File: src/rtl/alu.sv
// 8-bit registered ALU: sixteen operations selected by Sel, with the result and
// the carry-out of A+B captured together one clock after the operands are sampled.
module alu (
    input  logic       clk,
    input  logic       rst_n,
    input  logic [7:0] A,
    input  logic [7:0] B,
    input  logic [3:0] Sel,
    output logic [7:0] ALU_Out,
    output logic       Cout
);

    logic [7:0]  result_next;
    logic [7:0]  result_reg;
    logic        carry_reg;
    logic [8:0]  sum_wide;
    logic [15:0] product;
    logic [7:0]  rotl;
    logic [7:0]  rotr;

    assign sum_wide = {1'b0, A} + {1'b0, B};
    assign product  = A * B;

    // Rotations are pure rewiring; each output bit picks its neighbour with wrap.
    generate
        for (genvar gi = 0; gi < 8; gi++) begin : g_rot
            assign rotl[gi] = A[(gi + 7) % 8];
            assign rotr[gi] = A[(gi + 1) % 8];
        end
    endgenerate

    always_comb begin
        result_next = 8'h00;
        case (Sel)
            4'd0:  result_next = sum_wide[7:0];
            4'd1:  result_next = A - B;
            4'd2:  result_next = product[7:0];
            // Divide by zero saturates to all-ones instead of producing X.
            4'd3:  result_next = (B == 8'h00) ? 8'hFF : A / B;
            4'd4:  result_next = {A[6:0], 1'b0};
            4'd5:  result_next = {1'b0, A[7:1]};
            4'd6:  result_next = rotl;
            4'd7:  result_next = rotr;
            4'd8:  result_next = A & B;
            4'd9:  result_next = A | B;
            4'd10: result_next = A ^ B;
            4'd11: result_next = ~(A | B);
            4'd12: result_next = ~(A & B);
            4'd13: result_next = ~(A ^ B);
            4'd14: result_next = (A > B) ? 8'h01 : 8'h00;
            4'd15: result_next = (A == B) ? 8'h01 : 8'h00;
            default: result_next = 8'h00;
        endcase
    end

    always_ff @(posedge clk or negedge rst_n) begin
        if (!rst_n) begin
            result_reg <= 8'h00;
            carry_reg  <= 1'b0;
        end else begin
            result_reg <= result_next;
            carry_reg  <= sum_wide[8];
        end
    end

    assign ALU_Out = result_reg;
    assign Cout    = carry_reg;

endmodule

File: config.mk
export PLATFORM = sky130hd
export DESIGN_NAME = alu
export DESIGN_NICKNAME = d
export VERILOG_FILES = /design/src/rtl/alu.sv
export SDC_FILE = /design/constraint.sdc
export NUM_CORES = 1
export LEC_CHECK = 0
export CORE_MARGIN = 2
export CORE_UTILIZATION = 30
export DETAILED_ROUTE_END_ITERATION = 10
export PLACE_DENSITY = 0.5
export SLEW_MARGIN = 0
export SYNTH_ARGS = -nofsm -noshare
export SYNTH_HDL_FRONTEND = slang
export SYNTH_SLANG_ARGS = --single-unit
File: constraint.sdc
create_clock -name clk -period 1.1 [get_ports clk]
set_input_delay 0.22 -clock clk [delete_from_list [all_inputs] [get_ports clk]]
set_output_delay 0.22 -clock clk [all_outputs]
set_load 0.05 [all_outputs]
# Yosys cells after proc, flatten, opt, wreduce, memory -nomap -nowiden
# Index checks and enable logic that the tools add are counted.
dict set report totals {
  register_bits 9
  out_inout_bits 9
  elab_cells 35
}
dict set report op_classes {
  n_addsub 2
  multipliers 1
  n_div 1
  magnitude_cmp 1
  eq_ne 16
  muxes 4
  bitwise_logic 6
  reduce_logical 2
}
# cell n
set ops {}
lappend ops {{$pmux 8 s16} 1}
lappend ops {{$eq 4x4->1 const B} 8}
lappend ops {{$not 8->8} 3}
lappend ops {{$eq 4x3->1 const B} 4}
lappend ops {{$add 8x8->9} 1}
lappend ops {{$and 8x8->8} 1}
lappend ops {{$div 8x8->8} 1}
lappend ops {{$eq 4x2->1 const B} 2}
lappend ops {{$eq 8x8->1} 1}
lappend ops {{$gt 8x8->1} 1}
lappend ops {{$logic_not 8->1} 1}
lappend ops {{$mul 8x8->8} 1}
lappend ops {{$mux 8} 1}
lappend ops {{$or 8x8->8} 1}
lappend ops {{$sub 8x8->8} 1}
lappend ops {{$xor 8x8->8} 1}
lappend ops {{$eq 4x1->1 const B} 1}
lappend ops {{$logic_not 4->1} 1}
lappend ops {{$mux 1} 2}

# Longest topological paths before layout
# Gate-level depths: netlist of run 1.
dict set report logic_depth {
  ltp_word 3
  depth_mapped 50
  depth_no_buf 47
}

# Worst setup path before layout of run 1
# No wires, ideal clock.
dict set report synth_timing {
  kind {input to register}
  start {input B[6]}
  end {register result_reg[0] (netlist: ALU_Out[0])}
  t_arrival_ps 9962
  required_ps 974
  slack_ps -8988
  path_stages 47
  path_buffers 3
  path_cell_list {nor4_1 -> nand2_1 -> nor2_1 -> a21oi_1 -> a21oi_1 -> ha_1 -> o21a_1 -> o311ai_0 -> a22oi_1 -> ha_1 -> o211ai_1 -> a211oi_4 -> mux2_2 -> ha_1 -> a21oi_1 -> a21boi_0 -> o21ai_1 -> mux2_2 -> (+11 left out) -> a41oi_1 -> buf_6 -> mux2_2 -> ha_1 -> o21a_1 -> o22ai_1 -> o21ai_0 -> a21oi_1 -> nor2_1 -> clkbuf_1 -> mux2_2 -> ha_1 -> nand2_1 -> o21ai_0 -> a211oi_1 -> o21ai_0 -> o311a_1 -> o32a_1}
}
dict set report synth_via {
  elab_chain_len 3
}
# item line_no
set synth_lines {}
lappend synth_lines {{start: declaration} 7} ;# input logic [7:0] B,
lappend synth_lines {{$div 8x8->8, or another cell as far along} 39} ;# 4'd3: result_next = (B == 8'h00) ? 8'hFF : A / B;
lappend synth_lines {{$mux 8, or another cell as far along} 39}
lappend synth_lines {{$pmux 8 s16 (*)} 34} ;# case (Sel)
lappend synth_lines {{named net result_next[0]} 13} ;# logic [7:0] result_next;
lappend synth_lines {{end signal: assignment} 61} ;# result_reg <= result_next;
lappend synth_lines {{end: declaration} 14} ;# logic [7:0] result_reg;
# The timed path passes the listed nets; every way through them passes the cells marked *.

# Worst setup path in the final report of run 1
# Same ends and word-level chain as after synthesis.

==> qor.yml, run 1 <==
floorplan:
  rows: 43
  initial_utilization_pct: 30.6
  num_io_pins: 31
  dieWidth_um: 122
  die-area_um2: 15000
  die_h_um: 122
  core_um2: 13800
logic_synthesis:
  ys_seq_area_share_pct: 5.35
  synth_edf_count: 0
  syn_area_per_cell_um2: 7.45
  yosysTopAreaCellShare_pct: 23.5
  synth_nets: 680
  synth_cell_type_count: 60
  ys_ff_latch: 9
  synth_top_area_cell: "ha_1"
  synth_area_leaders: "ha_1 23%, fa_1 6.7%, nor2_1 5.5%"
  ys.flop_type: "dfrtp_1"
  synth.cell_area_um2: 4210
  ys_warn_count: 0
  async_flop_share_pct: 100
  syn_inst: 565
global_route:
  grt_use_total_pct: 23.8
  grt_max_degree: 19
  grt_pass1_vias: 5417
  grt_pass1_wl_um: 27800
  gr-total-overflow: 0
  grt_antenna_before_repair: 0
run_status:
  violations: "setup timing"
  outcome: "finished, violations left"
timing:
  whs_ns: 0.277
  finalCritPeriodShare_pct: 834
  drv_slew: 0
  fin_ws_ns: -8.07
  period_needed_ns: 9.17
  hold_viol: 0
  rsz0062_at_grt: "true"
  setup_viol: 9
  fmax_mhz: 109
  relSlewSlack_pct: 70.1
  worst-slew-pin-transition_ns: 0.445
setup_path:
  critical-path-max-stage-delay_ns: 0.39
  path_delay_family: "compound AO/OA/AOI/OAI gates"
  worstSetupEndpointType: "flop"
  cp-start-kind: "input port"
  critPathKind: "input port to flop"
  worst-path-stages: 49
  cp.arrival_ns: 9.28
  path_buf_inv: 13
  critPathSlowestCell: "or3_4"
  critPathMaxFanout: 6
  crit_start: "B[6]"
  required_ns: 1.20
  cp_common_cell: "buf_4"
power:
  power.share.sequential_pct: 6.9
  clock_power_share_pct: 9.9
  p_per_area_nw_per_um2: 848
  switchingPower_mw: 2.65
  intPower_mw: 3.59
  swShare_pct: 42.5
  power.static_leakage_nw: 3.46
  finalPower_mw: 6.24
  combPwrFrac_pct: 83.2
  ir_drop_mv: 0.611
drt:
  drt_wl_total_um: 17600
  vias_per_cell: 5.26
  drtAntennaViolNets: 0
  route.vias.total: 5230
  drt-initial-drc-count: 238
  first_pass_iters: 5
  drc: 0
  wl_per_cell_um: 17.7
clock_tree:
  htreeDepth: 1
  clkTransAtPathRegs_ns: 0.04
  cts_num_sinks: 9
  cts_buffers: 3
  cts_buffer_depth: 2
  cts_root_buf: "clkbuf_16"
  cts_tree: "built"
cells_and_area:
  layout_commonest_cell: "buf_4"
  fill_cells: 1280
  drive_above_1_share_pct: 45.5
  final_cell_mix: "216 x buf_4, 60 x ha_1, 55 x nor2_1"
  finalNetCount: 930
  final_util_pct: 53.4
  area_growth_pct: 74.8
  final_cells: 994
  antenna_cells: 0
  fin_area_um2: 7360
flow_run:
  maxCapViolCount: 0
placed_design:
  hpwl_um: 13500
  place_area_um2: 6350
  io_buffers: 30
  gp_congestion: 0.988
  place_inst: 936
hold_path:
  hold_path_class: "input port to asynchronous set/reset pin"
==> power groups by stage <==
stage               Sequential, mW  Clock (mW)  Combinational, mW
floorplan                    0.594           0               2.28
global placement             0.433           0               4.12
detailed placement           0.435           0               4.21
CTS                          0.430       0.632               4.99
global route                 0.434       0.649               5.58
finish                       0.429       0.620               5.19
==> how the worst max path moves through the flow <==
| stage | endpoint | slack [ns] |
|---|---|---|
| 6_report | ALU_Out[0]$_DFF_PN0_ | -8.07 |
| 5_1_grt | ALU_Out[0]$_DFF_PN0_ | -8.49 |
| 4_1_cts | ALU_Out[0]$_DFF_PN0_ | -7.92 |
| 3_5_place_dp | ALU_Out[0]$_DFF_PN0_ | -8.95 |
| 3_3_place_gp | ALU_Out[0]$_DFF_PN0_ | -8.62 |
| 2_1_floorplan | ALU_Out[0]$_DFF_PN0_ | -7.93 |
==> routing by layer <==
metal	wire, µm	up-vias	track usage (%)
met5	0	-	0
met4	608	0	9.34
met3	965	44	1.63
met2	8620	202	42.3
met1	7370	2473	30.0
li1	-	2511	-
==> repair_timing <==
item / 4_1_cts / 5_1_grt
buffers inserted: 48 / 9
gates resized for setup: 118 / 29
pin swaps: 44 / 36
endpoints found under the setup margin: 9 / 9
hold buffers: 0 / 0
==> flip-flops by register name, indices dropped and copies added (netlist names) <==
name and flops:
ALU_Out 8, Cout 1
==> through the flow <==
stage | TNS [ns] | setup WS, ns
finish | -39.76 | -8.07
global route | -41.67 | -8.49
CTS | -38.48 | -7.92
detailed placement | -44.77 | -8.95
global placement | -43.46 | -8.62
floorplan | -35.24 | -7.93
==> cells by family after synthesis <==
kind of cell / Yosys count / share of synthesized area, %
AND/OR/NAND/NOR: 162 / 18.1
flip-flops: 9 / 5.35
XOR/XNOR: 40 / 8.32
multiplexers: 22 / 5.95
AO/OA/AOI/OAI: 160 / 24.9
buffers and inverters: 79 / 7.22
adder cells (fa/ha/maj): 93 / 30.1
==> cells in the mapped netlist (8+ instances only) <==
library cell and n:
a21oi_1 46, xnor2_1 24, a21o_1 9, o21a_1 9
nand3_1 8, dfrtp_1 9, nor2b_1 8, inv_1 53
xor2_1 16, o21ai_0 35, mux2_2 12, clkbuf_1 21
ha_1 79, nand2_1 37, nor2_1 62, nor3_1 11
fa_1 14
==> cell type report <==
cell class | instances | area (µm²) | share of cell area, %
multi-input combinational | 477 | 4310 | 58.6
timing repair buffer | 270 | 2300 | 31.3
sequential | 9 | 225 | 3.06
tap | 180 | 225 | 3.06
inverter | 54 | 214 | 2.91
clock buffer | 4 | 78.8 | 1.07
No activity file was read; power rests on OpenSTA's default activity.
==> inputs of run 2 (changes only) <==
--- a/config.mk
+++ b/config.mk
@@ -5,6 +5,7 @@
 export SDC_FILE = /design/constraint.sdc
 export NUM_CORES = 1
 export LEC_CHECK = 0
+export CORE_ASPECT_RATIO = 0.5
 export CORE_MARGIN = 2
 export CORE_UTILIZATION = 30
 export DETAILED_ROUTE_END_ITERATION = 10
==> constraint.sdc (replaced) <==
create_clock -name clk -period 1.1 [get_ports clk]
set_input_delay 0.22 -clock clk [delete_from_list [all_inputs] [get_ports clk]]
set_output_delay 0.22 -clock clk [all_outputs]
set_load 0.1 [all_outputs]
==> qor.yml, run 2 (synthesized netlist as in run 1, its figures left out) <==
timing:
  finalCritPeriodShare_pct: 832  # -1.5 points
  fin_ws_ns: -8.06  # +0.0161 ns
  hold_viol: 0  # unchanged
  drv_slew: 0  # unchanged
  worst-slew-pin-transition_ns: 0.405  # -0.0399 ns
  period_needed_ns: 9.16  # -0.0161 ns
  fmax_mhz: 109  # +0.18%
  rsz0062_at_grt: "true"
  setup_viol: 9  # unchanged
  relSlewSlack_pct: 72.7  # +2.6 points
drt:
  drtAntennaViolNets: 0  # unchanged
  vias_per_cell: 5.02  # -4.6%
  first_pass_iters: 5  # unchanged
  drt-initial-drc-count: 303  # +27%
  drt_wl_total_um: 16800  # -4.1%
  route.vias.total: 5073  # -3.0%
  wl_per_cell_um: 16.7  # -5.7%
  drc: 0  # unchanged
clock_tree:
  htreeDepth: 1  # unchanged
  holdBufCountCts: 0  # unchanged
  cts_num_sinks: 9  # unchanged
  cts_root_buf: "clkbuf_16"
  cts_buffer_depth: 2  # unchanged
  clkTransAtPathRegs_ns: 0.04  # about the same
  cts_buffers: 3  # unchanged
  cts_tree: "built"
global_route:
  grt_pass1_wl_um: 26600  # -4.4%
  grt_use_total_pct: 22.5  # -1.3 points
  grt_max_degree: 20  # +1
  grt_pass1_vias: 5076  # -6.3%
  gr-total-overflow: 0  # unchanged
  grt_antenna_before_repair: 0  # unchanged
run_status:
  violations: "setup timing"
  outcome: "finished, violations left"
power:
  ir_drop_mv: 0.453  # -26%
  finalPower_mw: 6.32  # +1.3%
  power.static_leakage_nw: 3.46  # -0.15%
  p_per_area_nw_per_um2: 842  # -0.66%
cells_and_area:
  layout_commonest_cell: "buf_4"
  final_cell_mix: "223 x buf_4, 54 x ha_1, 49 x nor2_1"
  antenna_cells: 0  # unchanged
  finalNetCount: 935  # +0.54%
  largest_reg_flops: 8  # unchanged
  area_growth_pct: 78.3
  drive_above_1_share_pct: 49.2  # +3.8 points
setup_path:
  critPathMaxFanout: 7  # +1
  cp.arrival_ns: 9.27  # about the same
  critPathSlowestCell: "o311a_1"
  crit_start: "B[7]"
  cp-start-kind: "input port"
  cp_common_cell: "buf_4"
  required_ns: 1.21  # about the same
  critPathKind: "input port to flop"
  crit_path_end: "ALU_Out[0]$_DFF_PN0_"
  critical-path-max-stage-delay_ns: 0.42  # +0.03 ns
  worstSetupEndpointType: "flop"
placed_design:
  io_buffers: 30  # unchanged
  gp_congestion: 0.891  # -9.7%
  hpwl_um: 13100  # -3.5%
  preCtsSetupSlack_ns: -9.06  # -0.119 ns
floorplan:
  dieWidth_um: 172  # +40%
  die_h_um: 87.8  # -28%
  die-area_um2: 15100  # +0.38%
  rows: 30  # -30%
  num_io_pins: 31  # unchanged
  initial_utilization_pct: 30.9  # +0.33 points
  core_um2: 13600  # -1.1%
flow_run:
  maxCapViolCount: 0  # unchanged
hold_path:
  hold_path_class: "input port to asynchronous set/reset pin"
==> run 2: critical path, delay by kind of cell <==
kind | cells | cell delay [ns]
AND/OR/NAND/NOR | 7 | 1.09
XOR/XNOR | 1 | 0.13
AO/OA/AOI/OAI | 19 | 3.49
multiplexers | 4 | 1.19
buffers and inverters | 10 | 1.27
adder cells (fa/ha/maj) | 7 | 1.88
==> run 2: layout make-up <==
| cell class | count | area [µm²] |
|---|---|---|
| Tap cell | 192 | 240 |
| Multi-Input combinational cell | 477 | 4400 |
| Inverter | 54 | 218 |
| Timing Repair Buffer | 275 | 2330 |
| Fill cell | 1237 | 6120 |
| Clock buffer | 4 | 78.8 |
| Sequential cell | 9 | 235 |
==> run 2: through the flow <==
stage | area [µm²] | hold WS [ns] | util [%] | setup TNS, ns | std cells
4_1_cts | 7210 | 0.309 | 52.9 | -38.42 | 1003
3_3_place_gp | 6410 | 0.543 | 47.1 | -43.52 | 953
2_1_floorplan | 4460 | -0.0756 | - | -35.25 | 565
6_report | 7500 | 0.291 | 55.1 | -38.54 | 1011
5_1_grt | 7500 | 0.330 | 55.1 | -40.64 | 1011
3_5_place_dp | 6410 | 0.550 | 47.1 | -45.14 | 953
==> run 2: worst min-delay path by stage <==
stage / cells past startpoint / endpoint / start
floorplan: 0 / ALU_Out[0]$_DFF_PN0_ / rst_n
global placement: 1 / ALU_Out[0]$_DFF_PN0_ / rst_n
detailed placement: 1 / ALU_Out[0]$_DFF_PN0_ / rst_n
CTS: 1 / ALU_Out[0]$_DFF_PN0_ / rst_n
global route: 1 / ALU_Out[0]$_DFF_PN0_ / rst_n
finish: 1 / ALU_Out[0]$_DFF_PN0_ / rst_n
==> run 2: report_power, final <==
group / internal, mW / leakage [nW] / total, mW / switching [mW]
registers: 0.394 / 0.102 / 0.438 / 0.0434
clock network: 0.484 / 0.0382 / 0.633 / 0.150
logic: 2.66 / 3.32 / 5.25 / 2.59
==> run 2: what timing repair did <==
item,4_1_cts,5_1_grt
endpoints found under the setup margin,9,9
setup buffers,48,8
gates resized for setup,115,50
pin swaps,49,52
==> run 2: metal layers <==
metal	routed length, µm	up-vias	global-route usage (%)	share of wire (%)
li1	-	2532	-	-
met1	7960	2393	30.3	47
met2	7630	114	39.2	45
met3	887	34	2.98	5.3
met4	369	0	4.16	2.2
met5	0	-	0	0
==> inputs of run 3 (changes only) <==
--- a/config.mk
+++ b/config.mk
@@ -6,7 +6,6 @@
 export NUM_CORES = 1
 export LEC_CHECK = 0
 export CORE_ASPECT_RATIO = 0.5
-export CORE_MARGIN = 2
 export CORE_UTILIZATION = 30
 export DETAILED_ROUTE_END_ITERATION = 10
 export PLACE_DENSITY = 0.5
==> qor.yml, run 3 (synthesized netlist as in run 1, its figures left out) <==
floorplan:
  initial_utilization_pct: 30.9  # unchanged
  rows: 30  # unchanged
  die_h_um: 85.8  # -2.3%
  num_io_pins: 31  # unchanged
  die-area_um2: 14500  # -3.4%
  dieWidth_um: 170  # -1.2%
  core_um2: 13600  # unchanged
placed_design:
  preCtsSetupSlack_ns: -9.01  # +0.0500 ns
  hpwl_um: 12900  # -1.5%
  gp_congestion: 0.922  # +3.5%
  place_inst: 953  # unchanged
  io_buffers: 30  # unchanged
run_status:
  outcome: "finished, violations left"
  violations: "setup timing"
clock_tree:
  cts_tree: "built"
  holdBufCountCts: 0  # unchanged
  cts_buffer_depth: 2  # unchanged
  clkTransAtPathRegs_ns: 0.04  # about the same
  cts_root_buf: "clkbuf_16"
  htreeDepth: 1  # unchanged
  cts_buffers: 3  # unchanged
  cts_num_sinks: 9  # unchanged
drt:
  drc: 0  # unchanged
  drt-initial-drc-count: 267  # -12%
  route.vias.total: 5065  # -0.16%
  drt_wl_total_um: 16400  # -2.9%
  drtAntennaViolNets: 0  # unchanged
  wl_per_cell_um: 16.3  # -2.1%
  vias_per_cell: 5.05  # +0.64%
  first_pass_iters: 5  # unchanged
flow_run:
  maxCapViolCount: 0  # unchanged
cells_and_area:
  final_cell_mix: "207 x buf_4, 60 x ha_1, 51 x nor2_1"
  finalNetCount: 927  # -0.86%
  final_cells: 1003  # -0.79%
  antenna_cells: 0  # unchanged
  layout_commonest_cell: "buf_4"
  area_growth_pct: 75.6
  largest_reg_flops: 8  # unchanged
  drive_above_1_share_pct: 46.9  # -2.4 points
  fill_cells: 1245  # +0.65%
setup_path:
  critPathMaxFanout: 7  # unchanged
  critPathKind: "input port to flop"
  worstSetupEndpointType: "flop"
  critPathSlowestCell: "or3_1"
  cp.arrival_ns: 9.28  # about the same
  critical-path-max-stage-delay_ns: 0.37  # -0.05 ns
  cp_common_cell: "a21oi_2"
  cp-start-kind: "input port"
  required_ns: 1.21  # about the same
global_route:
  grt_use_total_pct: 22.5  # about the same
  grt_antenna_before_repair: 0  # unchanged
  grt_max_degree: 21  # +5.0%
  grt_pass1_wl_um: 25800  # -3.2%
  gr-total-overflow: 0  # unchanged
  grt_pass1_vias: 4939  # -2.7%
power:
  p_per_area_nw_per_um2: 819  # -2.8%
  power.static_leakage_nw: 3.44  # -0.43%
  finalPower_mw: 6.05  # -4.3%
  ir_drop_mv: 0.454  # +0.28%
timing:
  relSlewSlack_pct: 67.0  # -5.7 points
  final.setup.tns_ns: -37.83  # +0.704 ns
  hold_viol: 0  # unchanged
  fin_ws_ns: -8.06  # -0.00669 ns
  rsz0062_at_grt: "true"
  drv_slew: 0  # unchanged
  period_needed_ns: 9.16  # +0.00669 ns
  fmax_mhz: 109  # about the same
  finalCritPeriodShare_pct: 833  # about the same
  setup_viol: 9  # unchanged
  worst-slew-pin-transition_ns: 0.496  # +0.0908 ns
hold_path:
  hold_path_class: "input port to asynchronous set/reset pin"
run 3: cell count changes in the layout (fill, tap and decap cells not counted), moves of 3 or more:
cell | before | now
a21oi_2 | 12 | 15
buf_6 | 20 | 28
buf_4 | 223 | 207
ha_2 | 5 | 1
ha_1 | 54 | 60
a21oi_1 | 30 | 26
run 3: where the power goes:
group / switching, mW / internal (mW)
sequential: 0.0437 / 0.394
combinational: 2.49 / 2.48
clock: 0.154 / 0.484
total: 2.69 / 3.36
run 3: path summary, 6_finish.rpt:
path,from,slack [ns],end
min in group clk,B[6],0.68,Cout$_DFF_PN0_
hold / removal,rst_n,0.27,ALU_Out[0]$_DFF_PN0_
setup / recovery,B[7],-8.06,ALU_Out[0]$_DFF_PN0_
max in group asynchronous,rst_n,0.53,Cout$_DFF_PN0_
run 3: area by class of cell:
class	count	area [µm²]	share of cell area, %
Clock buffer	4	78.8	1.07
Sequential cell	9	235	3.18
Inverter	54	214	2.89
Timing Repair Buffer	267	2310	31.2
Tap cell	192	240	3.25
Multi-Input combinational cell	477	4320	58.4
run 3: metrics by stage:
stage          area, µm²  util (%)  hold WS (ns)
2_1_floorplan       4460         -       -0.0756
3_3_place_gp        6410      47.1         0.537
3_5_place_dp        6410      47.1         0.541
4_1_cts             7070      51.9         0.296
5_1_grt             7390      54.2         0.315
6_report            7390      54.2         0.274
run 3: critical path: cells and delay by family:
family / cells / cell delay, ns
buffers and inverters: 6 / 0.81
AO/OA/AOI/OAI: 23 / 3.58
multiplexers: 4 / 1.17
adder cells (fa/ha/maj): 7 / 1.85
AND/OR/NAND/NOR: 8 / 1.62
run 3: metal layers:
layer	global-route usage [%]	share of wire, %	vias to the layer above
li1	-	-	2516
met1	32.0	48	2430
met2	39.1	47	103
met3	0.646	4.0	16
met4	2.78	0.95	0
met5	0	0	-
run 3: timing repair:
item | 4_1_cts | 5_1_grt
gates resized for setup | 97 | 67
setup buffers | 40 | 17
pin swaps | 40 | 52
endpoints found under the setup margin | 9 | 9
